File: src/rtl/ex_cdb_pipe.sv
// ex_cdb_pipe: latency-indexed completion slots that feed the common data bus.
// An op is loaded at slot L-1, shifts toward slot 0 on advancing cycles, and broadcasts from slot 0.
`ifndef FU_SEL_W
`define FU_SEL_W 3
`endif
`ifndef FU_SEL_NONE
`define FU_SEL_NONE 3'd0
`endif
`ifndef FU_SEL_ALU
`define FU_SEL_ALU 3'd1
`endif
`ifndef FU_SEL_UNCOND_BRANCH
`define FU_SEL_UNCOND_BRANCH 3'd2
`endif
`ifndef FU_SEL_COND_BRANCH
`define FU_SEL_COND_BRANCH 3'd3
`endif
`ifndef FU_SEL_LOAD
`define FU_SEL_LOAD 3'd4
`endif
`ifndef FU_SEL_STORE
`define FU_SEL_STORE 3'd5
`endif
`ifndef FU_SEL_MULT
`define FU_SEL_MULT 3'd6
`endif
`ifndef PRF_IDX_W
`define PRF_IDX_W 6
`endif
`ifndef ROB_IDX_W
`define ROB_IDX_W 5
`endif
`ifndef BR_MASK_W
`define BR_MASK_W 4
`endif

module ex_cdb_pipe #(
    parameter int EX_CYCLES_MAX = 4,
    parameter int LAT_ALU       = 1,
    parameter int LAT_BRANCH    = 1,
    parameter int LAT_LOAD      = 2,
    parameter int LAT_STORE     = 1,
    parameter int LAT_MULT      = 4
) (
    input  logic                                   clk,
    input  logic                                   rst,
    input  logic                                   iss_vld_i,
    input  logic [`FU_SEL_W-1:0]                   iss_fu_sel_i,
    input  logic [`PRF_IDX_W-1:0]                  iss_dest_tag_i,
    input  logic [`ROB_IDX_W:0]                    iss_rob_idx_i,
    input  logic [`BR_MASK_W-1:0]                  iss_br_mask_i,
    input  logic                                   stall_i,
    input  logic                                   rob_br_pred_correct_i,
    input  logic                                   rob_br_recovery_i,
    input  logic [`BR_MASK_W-1:0]                  rob_br_tag_fix_i,
    output logic                                   cdb_vld_o,
    output logic [`PRF_IDX_W-1:0]                  cdb_tag_o,
    output logic [`ROB_IDX_W:0]                    cdb_rob_idx_o,
    output logic [`BR_MASK_W-1:0]                  cdb_br_mask_o,
    output logic [$clog2(EX_CYCLES_MAX+1)-1:0]     inflight_o,
    output logic                                   sched_err_o
);
    localparam int N      = EX_CYCLES_MAX;
    localparam int CNT_W  = $clog2(EX_CYCLES_MAX + 1);
    localparam int IDX_W  = (N > 1) ? $clog2(N) : 1;
    localparam int TAG_W  = `PRF_IDX_W;
    localparam int ROB_W  = `ROB_IDX_W + 1;
    localparam int MASK_W = `BR_MASK_W;

    logic [N-1:0]              r_vld;
    logic [N-1:0][TAG_W-1:0]   r_tag;
    logic [N-1:0][ROB_W-1:0]   r_rob;
    logic [N-1:0][MASK_W-1:0]  r_mask;
    logic [CNT_W-1:0]          r_inflight;
    logic                      r_sched_err;

    logic [N-1:0]              w_nxt_vld;
    logic [N-1:0][TAG_W-1:0]   w_nxt_tag;
    logic [N-1:0][ROB_W-1:0]   w_nxt_rob;
    logic [N-1:0][MASK_W-1:0]  w_nxt_mask;
    logic [N-1:0]              w_ld_here;
    logic [N-1:0]              w_coll;
    logic [CNT_W-1:0]          w_nxt_cnt;
    logic                      w_adv;
    logic                      w_accept;
    logic [MASK_W-1:0]         w_keep;
    logic [IDX_W-1:0]          w_load_idx;
    int                        w_lat;

    assign w_adv    = ~stall_i & ~rob_br_recovery_i;
    assign w_accept = iss_vld_i & w_adv & (iss_fu_sel_i != `FU_SEL_NONE);
    // A correct prediction retires the resolving bit from every mask, incoming op included.
    assign w_keep   = rob_br_pred_correct_i ? ~rob_br_tag_fix_i : {MASK_W{1'b1}};

    always_comb begin
        w_lat = N;
        case (iss_fu_sel_i)
            `FU_SEL_ALU:           w_lat = LAT_ALU;
            `FU_SEL_UNCOND_BRANCH: w_lat = LAT_BRANCH;
            `FU_SEL_COND_BRANCH:   w_lat = LAT_BRANCH;
            `FU_SEL_LOAD:          w_lat = LAT_LOAD;
            `FU_SEL_STORE:         w_lat = LAT_STORE;
            `FU_SEL_MULT:          w_lat = LAT_MULT;
            default:               w_lat = N;
        endcase
    end

    assign w_load_idx = IDX_W'(w_lat - 1);

    genvar gi;
    generate
        for (gi = 0; gi < N; gi++) begin : g_slot
            logic              w_up_vld;
            logic [TAG_W-1:0]  w_up_tag;
            logic [ROB_W-1:0]  w_up_rob;
            logic [MASK_W-1:0] w_up_mask;
            logic              w_squash;

            if (gi == N - 1) begin : g_top
                assign w_up_vld  = 1'b0;
                assign w_up_tag  = '0;
                assign w_up_rob  = '0;
                assign w_up_mask = '0;
            end else begin : g_mid
                assign w_up_vld  = r_vld[gi+1];
                assign w_up_tag  = r_tag[gi+1];
                assign w_up_rob  = r_rob[gi+1];
                assign w_up_mask = r_mask[gi+1];
            end

            assign w_ld_here[gi] = w_accept && (w_load_idx == IDX_W'(gi));
            assign w_squash      = |(r_mask[gi] & rob_br_tag_fix_i);
            // The incoming op overwrites whatever would have shifted into its slot.
            assign w_coll[gi]    = w_ld_here[gi] & w_up_vld;

            assign w_nxt_vld[gi]  = rob_br_recovery_i ? (r_vld[gi] & ~w_squash) :
                                    !w_adv            ? r_vld[gi] :
                                                        (w_ld_here[gi] | w_up_vld);
            assign w_nxt_tag[gi]  = !w_adv ? r_tag[gi] :
                                    w_ld_here[gi] ? iss_dest_tag_i : w_up_tag;
            assign w_nxt_rob[gi]  = !w_adv ? r_rob[gi] :
                                    w_ld_here[gi] ? iss_rob_idx_i : w_up_rob;
            assign w_nxt_mask[gi] = rob_br_recovery_i ? r_mask[gi] :
                                    ((!w_adv ? r_mask[gi] :
                                      w_ld_here[gi] ? iss_br_mask_i : w_up_mask) & w_keep);
        end
    endgenerate

    always_comb begin
        w_nxt_cnt = '0;
        for (int i = 0; i < N; i++) begin
            w_nxt_cnt = w_nxt_cnt + CNT_W'(w_nxt_vld[i]);
        end
    end

    always_ff @(posedge clk) begin
        if (rst) begin
            r_vld       <= '0;
            r_tag       <= '0;
            r_rob       <= '0;
            r_mask      <= '0;
            r_inflight  <= '0;
            r_sched_err <= 1'b0;
        end else begin
            r_vld      <= w_nxt_vld;
            r_tag      <= w_nxt_tag;
            r_rob      <= w_nxt_rob;
            r_mask     <= w_nxt_mask;
            r_inflight <= w_nxt_cnt;
            if (|w_coll) begin
                r_sched_err <= 1'b1;
            end
        end
    end

    // Gating with adv keeps a held slot 0 from broadcasting more than once.
    assign cdb_vld_o     = r_vld[0] & w_adv;
    assign cdb_tag_o     = r_tag[0];
    assign cdb_rob_idx_o = r_rob[0];
    assign cdb_br_mask_o = r_mask[0];
    assign inflight_o    = r_inflight;
    assign sched_err_o   = r_sched_err;

endmodule

File: config.mk
export PLATFORM = sky130hd
export DESIGN_NAME = ex_cdb_pipe
export DESIGN_NICKNAME = d
export VERILOG_FILES = /design/src/rtl/ex_cdb_pipe.sv
export SDC_FILE = /design/constraint.sdc
export NUM_CORES = 1
export LEC_CHECK = 0
export ABC_AREA = 1
export BUFFER_PORTS_ARGS = -buffer_cell sky130_fd_sc_hd__buf_2
export CORE_UTILIZATION = 40
export DETAILED_ROUTE_END_ITERATION = 12
export HOLD_SLACK_MARGIN = 0.1
export PLACE_DENSITY = 0.58
export SYNTH_ARGS = -nofsm -noshare
export SYNTH_HDL_FRONTEND = slang
export SYNTH_SLANG_ARGS = --single-unit
File: constraint.sdc
create_clock -name clk -period 2.53 [get_ports clk]
set_input_delay 0.506 -clock clk [delete_from_list [all_inputs] [get_ports clk]]
set_output_delay 0.506 -clock clk [all_outputs]
set_load 0.02 [all_outputs]
==> Word-level counts from Yosys, hierarchy flattened <==
Index checks and enable logic that the tools add are counted.
{ "totals": {"ff_bits": 72, "inputBits": 29, "out_inout_bits": 21, "wordCells": 94} }
{ "op_classes": {"n_addsub": 4, "eq_ne": 8, "mux": 26, "bitwise": 29, "reduce_logical": 12} }
{ "op_table": {"columns": ["operator", "n"], "rows": [
  ["$mux W6", 8],
  ["$mux W4", 9],
  ["$and A4 B4 Y4", 8],
  ["$reduce_or A4 Y1", 5],
  ["$and A1 B1 Y1", 11],
  ["$mux W1", 8],
  ["$eq A3 B2 Y1 const B", 2],
  ["$eq A3 B3 Y1 const B", 2],
  ["$not A1 Y1", 6],
  ["$eq A2 B2 Y1 const B", 2],
  ["$logic_and A1 B1 Y1", 4],
  ["$not A4 Y4", 1],
  ["$pmux W2 S2", 1],
  ["$add A2 B1 Y3", 1],
  ["$add A3 B1 Y3", 1],
  ["$eq A3 B1 Y1 const B", 1],
  ["$or A1 B1 Y1", 3],
  ["$reduce_bool A3 Y1", 1],
  ["$reduce_or A3 Y1", 1],
  ["$add A1 B1 Y2", 1],
  ["$eq A2 B1 Y1 const B", 1],
  ["$logic_not A2 Y1", 1],
  ["$sub A2 B2 Y2 const B", 1]
]} }

==> Logic depth before layout (Yosys ltp) <==
{ "depth": {"depth_word": 12, "mapped_depth": 12, "mapped_depth_nobuf": 12} }

==> Worst setup path before layout <==
OpenSTA, ideal clock, no wires.
{ "synth_path": {"kind": "register to register", "start": "reg r_mask, in the netlist cdb_br_mask_o[3]", "end": "reg r_inflight[1], in the netlist inflight_o[1]", "setup_ns": 0.128, "arrival_ns": 1.698, "required_ns": 2.402, "setup_slack_ns": 0.705, "path_stages_with_launch": 9, "n_path_buf": 0, "period_less_slack_ns": 1.825, "cell_sequence": "dfxtp_1 -> a21oi_1 -> nand4_1 -> nand2_1 -> fa_1 -> ha_1 -> ha_1 -> inv_1 -> nor2_1"} }
{ "synth_between": {"elab_chain_cells": 8} }
{ "synth_rtl": {"columns": ["element", "line", "text"], "rows": [
  ["from (decl)", "73", "logic [N-1:0][MASK_W-1:0] r_mask;"],
  ["from (signal assigned)", "168", "r_mask <= w_nxt_mask;"],
  ["$and A4 B4 Y4", "132", "assign w_squash = |(r_mask[gi] & rob_br_tag_fix_i);"],
  ["$reduce_or A4 Y1", "132", null],
  ["$not A1 Y1", "136", "assign w_nxt_vld[gi] = rob_br_recovery_i ? (r_vld[gi] & ~w_squash) :"],
  ["$and A1 B1 Y1", "136", null],
  ["$mux W1", "136", null],
  ["named net w_nxt_vld[0]", "77", "logic [N-1:0] w_nxt_vld;"],
  ["$add A1 B1 Y2", "152", "w_nxt_cnt = w_nxt_cnt + CNT_W'(w_nxt_vld[i]);"],
  ["$add A2 B1 Y3", "152", null],
  ["$add A3 B1 Y3", "152", null],
  ["named net w_nxt_cnt[1]", "83", "logic [CNT_W-1:0] w_nxt_cnt;"],
  ["to (signal assigned)", "169", "r_inflight <= w_nxt_cnt;"],
  ["to (decl)", "74", "logic [CNT_W-1:0] r_inflight;"]
]} }
The timed path passes the listed nets, and every way through them passes these cells.
A chain may end at the register's enable or synchronous reset.

==> metrics.cfg <==
[layout]
drive_gt1_frac=0.143
syn_to_final_growth_pct=14.8
nets=588
nFillCells=826
instances_no_fill=663
num_antenna_cells=0

[cts]
ctsLongestPathBuffers=2
cts_resized=0
cts.root.buffer_cell=clkbuf_8
numCtsBuffers=9
cts_sinks=72
cts_tree=yes
clk_pin_slew_ps=80
cts_hold_buf=0
cts_max_level=3
post-cts-setup-buffers=0
clk_latency_ps=340

[global_route]
grt_max_degree=52
overflow=0
grt_use_total=0.218
grt_pass1_wl_um=14800
grt_antenna_before_repair=0
grt_pass1_vias=3022

[placement]
dp_cells=647
io_buffers=49
place_hpwl_um=5610
routabilityCongestion=0.926

[yosys]
synth.ff_latch_count=72
synth_flop_cell=dfxtp_1
async_reset_ff_frac=0
ys_warn_count=0
avgSynthCellArea_um2=6.52
yosysTopAreaCellShare=0.432
synth_edf_count=0
synth.most_common_cell=nand2_1
ys_top_cells_by_count=nand2_1, nor2_1, dfxtp_1, nand3_1, inv_1
synth_seq_area_share=0.432
syn_nets=544
ys_top_cells_by_area=dfxtp_1, nand2_1, nor2_1, nand3_1, inv_1
syn_inst=512
synth_top_area_cell=dfxtp_1
syn_area_mm2=0.00334
synth.distinct_cells=23

[route]
ant_nets=0
num_vias=3181
route.detailed.drc=0
routed_wl_um=8530
routedWlPerCell_um=12.9
drtIter0Drc=218
via_per_inst=4.80
dr.pass1.iters=5

[setup_path]
critical_path_arrival_ps=2280
cp_max_fo=13
critPathCaptureType=flip-flop
startpoint_type=primary input
r2r_cells=9
worst_r2r_startpoint=g_slot[2].w_up_mask[2]
rr_endpoint=inflight_o[1]
r2r_slack_ps=530
criticalPathCategory=in -> reg
critical_path_required_ps=2740

[sta]
setup_viol=0
fmax_mhz=483
grt_setup_unrepaired=false
slew-limit-headroom=0.585
max_slew.worst_pin.slew_ps=622
drv_slew=0
skew_ps=8.33
fin_setup_tns_ps=0
final.min_clock_period_ps=2070
final-hold-violation-count=0
post-route-period-util=0.819

[die]
die_y_um=93.3
start_util=0.423
die-area_mm2=0.00871
io_pins=50
fp.dieW_um=93.3
num_rows=32
core_mm2=0.00789

[worst_hold_path]
min_path_cells=3
min_from=iss_dest_tag_i[4]
hp-class=in -> reg
min_to=g_slot[2].w_up_tag[4]

[pwr]
vdd_ir_drop_max_mv=0.358
p_leak_nw=1.87
powerDensity_mw_per_mm2=597

[status]
status=finished clean

[job]
drv_cap=0

[report_power, final]
group	total (W)	internal [W]	switching (W)
sequential	0.00120	0.00118	0.0000220
combinational	0.000284	0.0000968	0.000187
clock	0.000801	0.000381	0.000420
total	0.00229	0.00166	0.000629
[state kept, by name, summed over array words and instances, names as in the netlist]
signal / flops
cdb_tag_o: 6
sched_err_o: 1
r_vld: 4
g_slot.w_up_tag: 18
cdb_br_mask_o: 4
inflight_o: 3
g_slot.w_up_rob: 18
g_slot.w_up_mask: 12
cdb_rob_idx_o: 6
[kinds of logic after synthesis]
group / after synthesis / synth area share
simple gates: 308 / 0.379
flops: 72 / 0.432
fa+ha+maj: 3 / 0.0135
buf+inv: 77 / 0.0941
compound gates: 52 / 0.0817
[worst max-delay path by stage]
stage	to	slack [ps]	cells after the start	from
after floorplan	inflight_o[1]	230	11	rob_br_recovery_i
after global placement	inflight_o[1]	150	12	rob_br_recovery_i
after detailed placement	inflight_o[1]	100	12	rob_br_recovery_i
after CTS	inflight_o[1]	470	12	rob_br_recovery_i
after global routing	inflight_o[1]	300	12	rob_br_recovery_i
final	inflight_o[1]	460	12	rob_br_recovery_i
[stage by stage]
step / area [µm²] / setup slack, ps / total power, W / util / hold slack, ps
global route: 3830 / 297 / 0.00241 / 0.486 / 426
finish: 3830 / 458 / 0.00229 / 0.486 / 433
detailed placement: 3660 / 102 / 0.00151 / 0.464 / 455
CTS: 3830 / 474 / 0.00232 / 0.486 / 414
global placement: 3660 / 152 / 0.00151 / 0.464 / 453
floorplan: 3340 / 232 / 0.00141 / - / 445
[layer usage]
layer,up-vias,share of wire,GRT usage
met5,-,0,0
li1,1677,-,-
met3,11,0.052,0.0545
met4,0,0.013,0.0551
met1,1409,0.49,0.292
met2,84,0.45,0.349
[placed cells by master, fill, tap and decap left out, types with 3 or more instances in the layout]
cell,n
nand2_1,154
nor2_1,87
dfxtp_1,72
nand3_1,57
inv_1,49
buf_2,49
a21oi_1,33
o21ai_0,14
clkbuf_8,10
buf_4,9
a211oi_1,4
nand2_2,3
nand4_1,3
clkbuf_1,3
[critical path: stages]
cell     delay (ps)
buf_2           140
inv_1            70
buf_4           190
nand3_1          70
o21ai_0          80
nor2_1          130
nand2_1          90
fa_1            440
ha_1            210
ha_1            260
inv_1            50
nor2_1           40
[cell type report]
type | instances | area [µm²] | area share
clock buffers | 13 | 149 | 0.0389
clock inverters | 3 | 17.5 | 0.00457
inverters | 52 | 200 | 0.0523
multi-input cells | 363 | 1580 | 0.413
flip-flops and latches | 72 | 1440 | 0.376
well taps | 102 | 128 | 0.0333
repair buffers | 58 | 313 | 0.0817
No activity file was read; power rests on OpenSTA's default activity.
